===== config.mk =====
export PLATFORM = sky130hd
export DESIGN_NAME = gray_updown_cnt
export DESIGN_NICKNAME = d
export VERILOG_FILES = /design/src/rtl/gray_updown_cnt.sv
export SDC_FILE = /design/constraint.sdc
export NUM_CORES = 1
export LEC_CHECK = 0
export BUFFER_PORTS_ARGS = -buffer_cell sky130_fd_sc_hd__buf_4
export CAP_MARGIN = 20
export CORE_UTILIZATION = 34
export CTS_CLUSTER_DIAMETER = 120
export DETAILED_ROUTE_END_ITERATION = 12
export MAX_ROUTING_LAYER = met4
export PLACE_DENSITY = 0.7
export SETUP_SLACK_MARGIN = 0.5
export SYNTH_ARGS = -nofsm -noshare
export SYNTH_HDL_FRONTEND = slang
export SYNTH_SLANG_ARGS = --single-unit

===== constraint.sdc =====
create_clock -name clk -period 2.2 [get_ports clk]
set_clock_uncertainty 0.1 [all_clocks]
set_input_delay 0.44 -clock clk [delete_from_list [all_inputs] [get_ports clk]]
set_output_delay 0.44 -clock clk [all_outputs]
set_load 0.03 [all_outputs]

===== src/rtl/gray_updown_cnt.sv =====
// WIDTH-bit up/down Gray-code counter with enable, synchronous load, coherent binary output and wrap flag.
// Define GRAY_CNT_SAT_EN for saturating mode: steps past the limits are blocked and wrap becomes a level.
module gray_updown_cnt #(
    parameter int               WIDTH     = 4,
    parameter logic [WIDTH-1:0] RESET_VAL = {WIDTH{1'b0}}
) (
    input  logic             clk,
    input  logic             reset,
    input  logic             en,
    input  logic             up_dn,
    input  logic             load,
    input  logic [WIDTH-1:0] load_val,
    output logic [WIDTH-1:0] gray_out,
    output logic [WIDTH-1:0] bin_out,
    output logic             wrap
);

    localparam logic [WIDTH-1:0] MAX_VAL = {WIDTH{1'b1}};
    localparam logic [WIDTH-1:0] MIN_VAL = {WIDTH{1'b0}};
    localparam logic [WIDTH-1:0] ONE_VAL = {{(WIDTH-1){1'b0}}, 1'b1};

    function automatic logic [WIDTH-1:0] bin2gray(input logic [WIDTH-1:0] b);
        return b ^ (b >> 1);
    endfunction

    logic [WIDTH-1:0] bin_q;
    logic [WIDTH-1:0] bin_d;
    logic [WIDTH-1:0] gray_q;
    logic [WIDTH-1:0] gray_d;
    logic             wrap_q;
    logic             wrap_d;
    logic             at_limit_s;

    assign at_limit_s = up_dn ? (bin_q == MAX_VAL) : (bin_q == MIN_VAL);

    // Next-state selection: load beats count beats hold; Gray is derived from the next binary value.
    always_comb begin
        bin_d  = bin_q;
        wrap_d = 1'b0;
        if (load) begin
            bin_d  = load_val;
            wrap_d = 1'b0;
        end else if (en) begin
`ifdef GRAY_CNT_SAT_EN
            if (at_limit_s) begin
                bin_d  = bin_q;
                wrap_d = 1'b1;
            end else if (up_dn) begin
                bin_d  = bin_q + ONE_VAL;
                wrap_d = 1'b0;
            end else begin
                bin_d  = bin_q - ONE_VAL;
                wrap_d = 1'b0;
            end
`else
            if (up_dn) begin
                bin_d = bin_q + ONE_VAL;
            end else begin
                bin_d = bin_q - ONE_VAL;
            end
            wrap_d = at_limit_s;
`endif
        end else begin
            bin_d  = bin_q;
            wrap_d = 1'b0;
        end
        gray_d = bin2gray(bin_d);
    end

    // Single register stage for both encodings so they can never skew.
    always_ff @(posedge clk) begin
        if (reset) begin
            bin_q  <= RESET_VAL;
            gray_q <= bin2gray(RESET_VAL);
            wrap_q <= 1'b0;
        end else begin
            bin_q  <= bin_d;
            gray_q <= gray_d;
            wrap_q <= wrap_d;
        end
    end

    assign bin_out  = bin_q;
    assign gray_out = gray_q;
    assign wrap     = wrap_q;

endmodule


==> flow_metrics.tcl <==
set metrics [dict create \
    post_synth.cell_area_avg_sq_um 9.38 \
    cp_slowest_cell "fa_2" \
    p_total_mw 0.451 \
    netlist_area_sq_um 488 \
    globalRouteOverflowTotal 0 \
    drive_above_1_share 0.457 \
    worst_pin_slew_ps 246 \
    cts.sinks 8 \
    cts_tree "built" \
    syn_inst 52 \
    crit_family "adder cells" \
    antenna_cells 0 \
    row_count 13 \
    die_w_um 39.9 \
    fmax_mhz 581 \
    cts_buffer_depth 2 \
    grt_use_total 0.168 \
    place.gp.congestion 0.712 \
    area_delta_synth_final_pct 41.0 \
    timing.final.crit_share 0.782 \
    die_h_um 39.9 \
    synth_top_family_by_area "simple AND/OR/NAND/NOR gates" \
    grt_pass1_vias 388 \
    grt_pass1_wl_um 1700 \
    path_cells "buf_4 > inv_4 > fa_2 > mux2_4 > mux2i_4 > or3_1 > a21oi_1" \
    ant_nets 0 \
    crit_fanout 5 \
    arrival_ps 1810 \
    irDropWorstVdd_mv 0.361 \
    clock_latency_ps 250 \
    required_ps 2290 \
    core_sq_um 1320 \
    worstSetupEndpointType "flip-flop" \
    yosysTopAreaCell "dfxtp_1" \
    synth_top_area_share 0.328 \
    tns_ps 0 \
    drt-initial-drc-count 7 \
    die_area_sq_um 1590 \
    ys_seq_elements 8 \
    cts_inserted_buffers 3 \
    synthMuxAreaShare 0.0846 \
    synth.distinct_cells 31 \
    p_per_area_nw_per_um2 656 \
    synth_flop_cell "dfxtp_1" \
    vias 463 \
    ys_top_cells_by_area "dfxtp_1 33%, mux2i_1 6.2%, ha_1 5.1%" \
    synth_fa_ha_area_frac 0.0923 \
    antenna_found_initial 0 \
    synth-edff-count 0 \
    start_util 0.370 \
    drc 0 \
    drv_slew 0 \
    synth_compound_area_frac 0.154 \
    cap_violations 0 \
    wire_per_inst_um 12.6 \
    setup_viol 0 \
    status "finished, final reports clean" \
    async_flop_share 0 \
    leakage_nw 0.315 \
    fin_crit_ps 1720 \
    crit_buf_inv 2 \
    path_class "in -> reg" \
    max_slew_margin 0.831 \
    slowest_delay_ps 550 \
    yosysWarnings 0 \
    rsz0062_at_grt "true" \
    synth.top_cells.by_count "8 x dfxtp_1, 6 x nor2_1, 3 x a21oi_1, 3 x mux2i_1" \
    drt-total-wl_um 1080 \
    root_buffer "clkbuf_4" \
    dp_hpwl_um 744 \
    finalHoldViolCount 0 \
    synth-xor-area-share 0.0538 \
    seq_area_frac_synth 0.328 \
    yosys.area_share.simple 0.231 \
    ioPinCount 18 \
    synth_most_common_cell "dfxtp_1" \
    grt_max_degree 12 \
    port_buffers 17 \
    viasPerCell 5.45 \
    worstSetupStartpointType "input pin" \
    nets 84 \
    htreeDepth 1 \
    hold_path.class "in -> reg" \
    path_clk_slew_ps 50 \
    dr.pass1.iters 4 \
    syn_nets 64 \
]
==> final cells by class <==
| cell class | count | area (sq um) |
|---|---|---|
| repair buffers | 18 | 135 |
| well taps | 15 | 18.8 |
| multi-input cells | 39 | 332 |
| flip-flops and latches | 8 | 170 |
| clock buffers | 3 | 22.5 |
| fillers | 132 | 629 |
| inverters | 2 | 10.0 |
==> routing by layer <==
metal  share of wire  vias up  global-route usage
met5               0        -                   -
met4               0        0              0.0517
met3           0.076        0              0.0511
met2            0.48       22               0.250
met1            0.44      213               0.214
li1                -      228                   -
==> worst register-to-register path, cell delays in order (launching register included) <==
cell,delay [ps]
dfxtp_4,360
fa_2,520
mux2_4,150
mux2i_4,70
or3_1,310
a21oi_1,120
==> metrics by stage <==
stage               std cells  hold slack (ps)  worst slack [ps]  area (sq um)  utilization
finish                     85              294               480           688        0.522
global route               85              297               438           688        0.522
CTS                        85              287               487           686        0.520
detailed placement         81              558              86.6           621        0.471
global placement           81              561               143           621        0.471
floorplan                  52              405               343           494            -
==> state kept, by name (all words and copies together), names as in the netlist <==
register / count
wrap: 1
gray_out: 3
bin_out: 4
==> where the power goes <==
part           internal, mW  switching [mW]
Combinational        0.0778          0.0888
Sequential            0.161          0.0131
Clock                0.0623          0.0484
==> cells in the final DEF, fill, tap and decap left out, drive strengths merged, types with 2 or more instances in the layout <==
cell,count
clkbuf,3
a21oi,3
nand3,2
dfxtp,8
or3,2
nor2,6
buf,18
inv,2
xnor2,2
ha,2
mux2i,3
==> repair_timing <==
action | CTS | global route
pin swaps | 1 | 1
resized for setup | 9 | 3
hold buffers | 0 | 0
setup buffers | 1 | 0
endpoints found under the setup margin | 4 | 3
==> worst paths after layout <==
path                                 start           to  slack (ps)  depth (start not counted)
worst min register to register  bin_out[2]         wrap         580                          3
worst max register to register  bin_out[1]  gray_out[1]         500                          5
worst max-delay path                 up_dn  gray_out[1]         480                          7
worst min-delay path                 reset   bin_out[1]         290                          2
==> logic make-up after synthesis <==
group	count (synthesis)
AND/OR/NAND/NOR	18
AO/OA/AOI/OAI	11
flip-flops	8
buffers and inverters	5
multiplexers	4
XOR/XNOR	3
adder cells (fa/ha/maj)	3
(Power assumes the default switching activity.)
